[src/rtl/vga_fill_avalon_if.sv]
// rtl/vga_fill_avalon_if.sv - Avalon-MM register bus bundle for the VGA fill block
interface vga_fill_avalon_if;
   logic [3:0]  address;
   logic        read;
   logic [31:0] readdata;
   logic        write;
   logic [31:0] writedata;
   logic        waitrequest;

   modport slave (
      input  address, read, write, writedata,
      output readdata, waitrequest
   );

   modport master (
      output address, read, write, writedata,
      input  readdata, waitrequest
   );
endinterface

[src/rtl/vga_fill_avalon.sv]
// rtl/vga_fill_avalon.sv - Avalon-MM pixel queue plus clipped rectangle-fill engine
module vga_fill_avalon #(
   parameter int H_RES      = 160,
   parameter int V_RES      = 120,
   parameter int XW         = 8,
   parameter int YW         = 7,
   parameter int CW         = 8,
   parameter int FIFO_DEPTH = 4
) (
   input  logic              clk,
   input  logic              reset,
   vga_fill_avalon_if.slave  bus,
   output logic [XW-1:0]     pix_x,
   output logic [YW-1:0]     pix_y,
   output logic [CW-1:0]     pix_colour,
   output logic              pix_plot,
   output logic              busy
);
   localparam int AW  = $clog2(FIFO_DEPTH);
   localparam int PXW = ((XW > 8) ? XW : 8) + 1;
   localparam int PYW = ((YW > 8) ? YW : 8) + 1;
   localparam int EW  = XW + YW + CW;

   typedef enum logic [1:0] {S_IDLE, S_DRAIN, S_FILL} state_t;

   state_t          r_state, w_state_nxt;

   logic [EW-1:0]   r_fifo [FIFO_DEPTH];
   logic [AW-1:0]   r_wr_ptr, r_rd_ptr;
   logic [AW:0]     r_count, w_count_nxt;

   logic [XW-1:0]   r_x0;
   logic [YW-1:0]   r_y0;
   logic [7:0]      r_w, r_h;
   logic [XW-1:0]   r_fx0;
   logic [YW-1:0]   r_fy0;
   logic [7:0]      r_fw, r_fh, r_cx, r_cy;
   logic [CW-1:0]   r_fcol;

   logic [XW-1:0]   r_pix_x;
   logic [YW-1:0]   r_pix_y;
   logic [CW-1:0]   r_pix_colour;
   logic            r_pix_plot;
   logic            r_busy;

   logic [XW-1:0]   w_x;
   logic [YW-1:0]   w_y;
   logic [CW-1:0]   w_c;
   logic            w_inb, w_empty, w_full;
   logic            w_plot_wr, w_fill_wr, w_wait, w_accept;
   logic            w_push, w_pop, w_fill_go;
   logic            w_last_x, w_last_y;
   logic [PXW-1:0]  w_px;
   logic [PYW-1:0]  w_py;
   logic            w_pinb;
   logic [31:0]     w_status;
   logic            w_unused;

   assign w_x = bus.writedata[16 +: XW];
   assign w_y = bus.writedata[24 +: YW];
   assign w_c = bus.writedata[0 +: CW];
   assign w_inb = ({1'b0, w_x} < (XW+1)'(H_RES)) && ({1'b0, w_y} < (YW+1)'(V_RES));

   assign w_empty = (r_count == '0);
   assign w_full  = (r_count == (AW+1)'(FIFO_DEPTH));

   // Out-of-bounds plots are dropped, so they never wait on a full queue.
   assign w_plot_wr = bus.write && (bus.address == 4'd0);
   assign w_fill_wr = bus.write && (bus.address == 4'd3);
   assign w_wait    = (w_plot_wr && w_inb && w_full) || (w_fill_wr && (r_state != S_IDLE));
   assign w_accept  = bus.write && !w_wait;
   assign w_push    = w_accept && (bus.address == 4'd0) && w_inb;
   assign w_fill_go = w_accept && (bus.address == 4'd3);
   assign w_pop     = (r_state != S_FILL) && !w_empty;

   assign w_count_nxt = r_count + (AW+1)'(w_push) - (AW+1)'(w_pop);

   assign w_last_x = (r_cx == r_fw - 8'd1);
   assign w_last_y = (r_cy == r_fh - 8'd1);
   assign w_px     = PXW'(r_fx0) + PXW'(r_cx);
   assign w_py     = PYW'(r_fy0) + PYW'(r_cy);
   assign w_pinb   = (w_px < PXW'(H_RES)) && (w_py < PYW'(V_RES));

   assign w_status = {24'd0, 4'(r_count), 1'b0, w_full, w_empty, (r_state != S_IDLE)};

   assign bus.waitrequest = w_wait;
   assign bus.readdata    = (bus.read && (bus.address == 4'd4)) ? w_status : 32'd0;

   assign w_unused = ^bus.writedata;

   always_comb begin
      w_state_nxt = r_state;
      case (r_state)
         S_IDLE:  if (w_fill_go) w_state_nxt = S_DRAIN;
         S_DRAIN: if (w_empty) w_state_nxt = ((r_fw == 8'd0) || (r_fh == 8'd0)) ? S_IDLE : S_FILL;
         S_FILL:  if (w_last_x && w_last_y) w_state_nxt = S_IDLE;
         default: w_state_nxt = S_IDLE;
      endcase
   end

   always_ff @(posedge clk) begin
      if (reset) r_state <= S_IDLE;
      else       r_state <= w_state_nxt;
   end

   always_ff @(posedge clk) begin
      if (w_push) r_fifo[r_wr_ptr] <= {w_x, w_y, w_c};
   end

   always_ff @(posedge clk) begin
      if (reset) begin
         r_wr_ptr <= '0;
         r_rd_ptr <= '0;
         r_count  <= '0;
      end else begin
         if (w_push) r_wr_ptr <= r_wr_ptr + AW'(1);
         if (w_pop)  r_rd_ptr <= r_rd_ptr + AW'(1);
         r_count <= w_count_nxt;
      end
   end

   // SIZE carries w in the x byte and h in the y byte.
   always_ff @(posedge clk) begin
      if (reset) begin
         r_x0 <= '0;
         r_y0 <= '0;
         r_w  <= '0;
         r_h  <= '0;
      end else if (w_accept) begin
         if (bus.address == 4'd1) begin
            r_x0 <= w_x;
            r_y0 <= w_y;
         end
         if (bus.address == 4'd2) begin
            r_w <= bus.writedata[23:16];
            r_h <= bus.writedata[31:24];
         end
      end
   end

   always_ff @(posedge clk) begin
      if (reset) begin
         r_fx0  <= '0;
         r_fy0  <= '0;
         r_fw   <= '0;
         r_fh   <= '0;
         r_fcol <= '0;
         r_cx   <= '0;
         r_cy   <= '0;
      end else if (w_fill_go) begin
         r_fx0  <= r_x0;
         r_fy0  <= r_y0;
         r_fw   <= r_w;
         r_fh   <= r_h;
         r_fcol <= w_c;
         r_cx   <= '0;
         r_cy   <= '0;
      end else if (r_state == S_FILL) begin
         if (w_last_x) begin
            r_cx <= '0;
            r_cy <= r_cy + 8'd1;
         end else begin
            r_cx <= r_cx + 8'd1;
         end
      end
   end

   always_ff @(posedge clk) begin
      if (reset) begin
         r_pix_x      <= '0;
         r_pix_y      <= '0;
         r_pix_colour <= '0;
         r_pix_plot   <= 1'b0;
         r_busy       <= 1'b0;
      end else begin
         if (r_state == S_FILL) begin
            r_pix_x      <= w_px[XW-1:0];
            r_pix_y      <= w_py[YW-1:0];
            r_pix_colour <= r_fcol;
            r_pix_plot   <= w_pinb;
         end else if (w_pop) begin
            {r_pix_x, r_pix_y, r_pix_colour} <= r_fifo[r_rd_ptr];
            r_pix_plot <= 1'b1;
         end else begin
            r_pix_plot <= 1'b0;
         end
         r_busy <= (w_state_nxt != S_IDLE) || (w_count_nxt != '0);
      end
   end

   assign pix_x      = r_pix_x;
   assign pix_y      = r_pix_y;
   assign pix_colour = r_pix_colour;
   assign pix_plot   = r_pix_plot;
   assign busy       = r_busy;
endmodule

[src/flat_wrapper.sv]
// flat-port wrapper written by rule: the top's interface ports become plain ports
module vga_fill_avalon_flat 
#(
   parameter int H_RES      = 160,
   parameter int V_RES      = 120,
   parameter int XW         = 8,
   parameter int YW         = 7,
   parameter int CW         = 8,
   parameter int FIFO_DEPTH = 4
)
  (clk, reset, pix_x, pix_y, pix_colour, pix_plot, busy, bus_address, bus_read, bus_write, bus_writedata, bus_readdata, bus_waitrequest);
  vga_fill_avalon_if bus_i ();
  input  logic clk;
  input  logic reset;
  output logic [XW-1:0] pix_x;
  output logic [YW-1:0] pix_y;
  output logic [CW-1:0] pix_colour;
  output logic pix_plot;
  output logic busy;
  input wire logic [$bits(bus_i.address)-1:0] bus_address;
  input wire logic [$bits(bus_i.read)-1:0] bus_read;
  input wire logic [$bits(bus_i.write)-1:0] bus_write;
  input wire logic [$bits(bus_i.writedata)-1:0] bus_writedata;
  output wire logic [$bits(bus_i.readdata)-1:0] bus_readdata;
  output wire logic [$bits(bus_i.waitrequest)-1:0] bus_waitrequest;
  assign bus_i.address = bus_address;
  assign bus_i.read = bus_read;
  assign bus_i.write = bus_write;
  assign bus_i.writedata = bus_writedata;
  assign bus_readdata = bus_i.readdata;
  assign bus_waitrequest = bus_i.waitrequest;
  vga_fill_avalon #(.H_RES(H_RES), .V_RES(V_RES), .XW(XW), .YW(YW), .CW(CW), .FIFO_DEPTH(FIFO_DEPTH)) u_core (.clk(clk), .reset(reset), .bus(bus_i), .pix_x(pix_x), .pix_y(pix_y), .pix_colour(pix_colour), .pix_plot(pix_plot), .busy(busy));
endmodule
[config.mk]
export PLATFORM = sky130hd
export DESIGN_NAME = vga_fill_avalon_flat
export DESIGN_NICKNAME = d
export VERILOG_FILES = /design/src/rtl/vga_fill_avalon_if.sv /design/src/rtl/vga_fill_avalon.sv /design/src/flat_wrapper.sv
export SDC_FILE = /design/constraint.sdc
export NUM_CORES = 1
export LEC_CHECK = 0
export CORE_ASPECT_RATIO = 1.1
export CORE_MARGIN = 4
export CORE_UTILIZATION = 35
export CTS_CLUSTER_DIAMETER = 100
export DETAILED_ROUTE_END_ITERATION = 6
export HOLD_SLACK_MARGIN = 0.08
export MAX_ROUTING_LAYER = met4
export PLACE_DENSITY = 0.57
export SYNTH_ARGS = -nofsm -noshare
export SYNTH_HDL_FRONTEND = slang
export SYNTH_SLANG_ARGS = --single-unit
[constraint.sdc]
create_clock -name clk -period 3.45 [get_ports clk]
set_clock_uncertainty 0.1 [all_clocks]
set_input_delay 0.5175 -clock clk [delete_from_list [all_inputs] [get_ports clk]]
set_output_delay 0.5175 -clock clk [all_outputs]
set_load 0.05 [all_outputs]
==> flow_metrics.env <==
export IMPL_grt_first_pass_wirelength_mm=35.7
export IMPL_ys_seq_area_frac=0.543
export IMPL_cts_reportedPaths_clkPinSlew_ns=0.06
export IMPL_top_register="u_core.r_fifo"
export IMPL_powerDensity_mw_per_mm2=620
export IMPL_grt_pass1_vias=6321
export IMPL_io_buffers=63
export IMPL_clock_root_buffer="clkbuf_16"
export IMPL_cts_sinks=214
export IMPL_synthCells=887
export IMPL_final_core_util=0.417
export IMPL_syn2layout_area_growth_pct=17.3
export IMPL_synth_edf_count=92
export IMPL_critPathLaunchType="input pin"
export IMPL_cts_setup_buffers=0
export IMPL_critPathSlowestCell="clkdlybuf4s50_1"
export IMPL_ir_worst_vdd_mv=0.276
export IMPL_cts_tree="yes"
export IMPL_relSlewSlack=0.424
export IMPL_syn_area_per_cell_um2=10.8
export IMPL_hold_class="reg -> reg"
export IMPL_tightest_slew_ns=0.863
export IMPL_synth_area_leader_cell="edfxtp_1"
export IMPL_fmax_mhz=338
export IMPL_largest_reg_flops=92
export IMPL_r2r_slack_ns=0.50
export IMPL_synthFlopType="dfxtp_1"
export IMPL_viasPerCell=4.95
export IMPL_drc=0
export IMPL_worst_r2r_cell_count=9
export IMPL_critPathArrivalTime_ns=2.34
export IMPL_first_pass_iters=4
export IMPL_min_period_ns=2.96
export IMPL_finalMaxSlewViolations=0
export IMPL_holdPathEnd="u_core.r_fw[3]$_SDFFE_PP0P_"
export IMPL_drive_above_1_share=0.0929
export IMPL_wl_met3_um=865
export IMPL_n_antenna_cell=0
export IMPL_netlist_area_mm2=0.00959
export IMPL_regToRegStartpoint="u_core.r_fw[0]$_SDFFE_PP0P_"
export IMPL_fin_crit_sh=0.857
export IMPL_ys_seq_elements=214
export IMPL_drt_wirelength_per_cell_um=17.0
export IMPL_max_stage_delay_ns=0.80
export IMPL_rows=63
export IMPL_postRouteWirelength_mm=22.4
export IMPL_fin_nets=1012
export IMPL_run_status="complete, no violations"
export IMPL_pin_count=98
export IMPL_clkLatencyLatePin_ns=0.50
export IMPL_setup_violations=0
export IMPL_clock_path_buffers=3
export IMPL_drt_iter0_drc=373
export IMPL_cellLeakagePower_nw=4.06
export IMPL_hold_viol_final=0
export IMPL_async_reset_ff_frac=0
export IMPL_fillerInstances=2618
export IMPL_met2WireLength_mm=10.2
export IMPL_setup_tns_ns=0
export IMPL_dp_hpwl_mm=15.5
export IMPL_rsz0062_at_grt="no"
export IMPL_totalPowerFinal_mw=6.98
export IMPL_cp_cell_sequence="clkdlybuf4s50_1, nor4_1, and2_1, clkdlybuf4s50_1"
export IMPL_cts_buffers_inserted=23
export IMPL_cts_resized_gates=0
export IMPL_synth_top_area_frac=0.288
export IMPL_drv_cap=0
export IMPL_wirelength_met1_mm=10.8
export IMPL_die_h_um=182
export IMPL_vias=6513
export IMPL_grt_util_all_layers=0.149
export IMPL_grt_antenna_before_repair=0
export IMPL_start_util=0.356
export IMPL_die_area_mm2=0.0301
export IMPL_gr_total_overflow=0
export IMPL_synth_area_leaders="edfxtp_1, dfxtp_1, nand2_1"
export IMPL_top_layer="met4"
export IMPL_htree_levels=1
export IMPL_rr_endpoint="u_core.busy$_SDFF_PP0_"
export IMPL_place_congestion=0.834
export IMPL_holdWs_ns=0.349
export IMPL_critPathRequiredTime_ns=2.83
export IMPL_end_kind="output port"
export IMPL_holdBufCountCts=0
export IMPL_ys_types=56
export IMPL_holdPathStages=2
export IMPL_postRouteAntennaNets=0
export IMPL_crit_fanout=6
export IMPL_core_area_mm2=0.0270
export IMPL_die_w_um=166
export IMPL_crit_type="in -> out"
export IMPL_grt_max_degree=73
export IMPL_yosysWarnings=0
export IMPL_crit_top_cell="clkdlybuf4s50_1"
export IMPL_min_from="u_core.r_w[3]$_SDFFE_PP0P_"
-- per-layer routing --
layer  GRT usage  vias up
li1            -     3227
met1       0.209     3148
met2       0.231      106
met3      0.0200       32
met4      0.0373        0
met5           -        -
-- cell usage after synthesis (2+ instances only) --
| cell | n |
|---|---|
| a31oi_1 | 4 |
| xnor2_1 | 25 |
| nor3_1 | 8 |
| nand4b_1 | 2 |
| a2111o_1 | 2 |
| ha_1 | 27 |
| o211ai_1 | 3 |
| fa_1 | 3 |
| nor4_1 | 5 |
| o31ai_1 | 8 |
| mux4_2 | 23 |
| and2_1 | 7 |
| nand4_1 | 5 |
| nor4b_1 | 2 |
| o21bai_1 | 4 |
| or4_1 | 9 |
| buf_4 | 27 |
| xor2_1 | 12 |
| mux2i_1 | 35 |
| dfxtp_1 | 122 |
| a311oi_1 | 18 |
| o2111ai_1 | 2 |
| nor3b_1 | 3 |
| nand2b_1 | 7 |
| o21ai_0 | 11 |
| nand3_1 | 22 |
| buf_2 | 5 |
| o41ai_1 | 2 |
| and3_1 | 8 |
| a21o_1 | 2 |
| edfxtp_1 | 92 |
| or3_1 | 4 |
| nand2_1 | 142 |
| buf_1 | 4 |
| clkbuf_1 | 41 |
| buf_6 | 2 |
| nor2_1 | 80 |
| a21oi_1 | 57 |
| inv_1 | 22 |
| a211oi_1 | 10 |
| nor2b_1 | 5 |
-- report_power, final --
part           switching [mW]  total [mW]  internal (mW)
combinational            1.04        1.69          0.650
clock                   0.958        2.29           1.33
sequential              0.199        3.00           2.80
total                    2.19        6.98           4.78
-- cell families after synthesis --
family	synth area share
simple gates	0.150
compound gates	0.0879
mux	0.0917
flops	0.543
other cells	0.000391
buf+inv	0.0523
xor+xnor	0.0338
fa+ha+maj	0.0415
-- area by class of cell --
| cell class | count | area, µm² | share of cell area |
|---|---|---|---|
| multi-input combinational | 597 | 3990 | 0.354 |
| clock buffer | 33 | 623 | 0.0554 |
| inverter | 22 | 82.6 | 0.00734 |
| tap | 357 | 447 | 0.0397 |
| sequential | 214 | 5210 | 0.463 |
| clock inverter | 8 | 68.8 | 0.00612 |
| timing repair buffer | 84 | 836 | 0.0743 |
-- how the worst max path moves through the flow --
stage                           startpoint                      to  depth (start not counted)  slack, ns
6_report                    bus_address[1]         bus_readdata[2]                          4       0.49
5_1_grt        u_core.r_fw[0]$_SDFFE_PP0P_  u_core.busy$_SDFF_PP0_                          9       0.30
4_1_cts        u_core.r_fw[0]$_SDFFE_PP0P_  u_core.busy$_SDFF_PP0_                          9       0.49
3_5_place_dp                bus_address[1]  u_core.busy$_SDFF_PP0_                          9       0.08
3_3_place_gp                bus_address[1]  u_core.busy$_SDFF_PP0_                          9       0.12
2_1_floorplan               bus_address[3]         bus_waitrequest                          3       0.66
-- worst max-delay path: cells and delay by family --
kind | cells | cell delay [ns]
buffers and inverters | 2 | 1.29
AND/OR/NAND/NOR | 2 | 0.54
-- cells in the final DEF (no fill, tap or decap), types with 22 or more instances in the layout --
cell / count
nand2_1: 142
dfxtp_1: 121
edfxtp_1: 92
nor2_1: 80
a21oi_1: 57
clkdlybuf4s50_1: 57
mux2i_1: 35
ha_1: 27
conb_1: 26
xnor2_1: 25
mux4_2: 23
clkbuf_16: 23
inv_1: 22
nand3_1: 22
buf_4: 22
-- per-stage QoR --
| step | instances | setup slack, ns | instance area [µm²] |
|---|---|---|---|
| floorplan | 912 | 0.656 | 9690 |
| global placement | 1274 | 0.123 | 10600 |
| detailed placement | 1274 | 0.0786 | 10600 |
| CTS | 1315 | 0.491 | 11300 |
| global route | 1315 | 0.297 | 11300 |
| finish | 1315 | 0.493 | 11300 |
(Power assumes the default switching activity.)
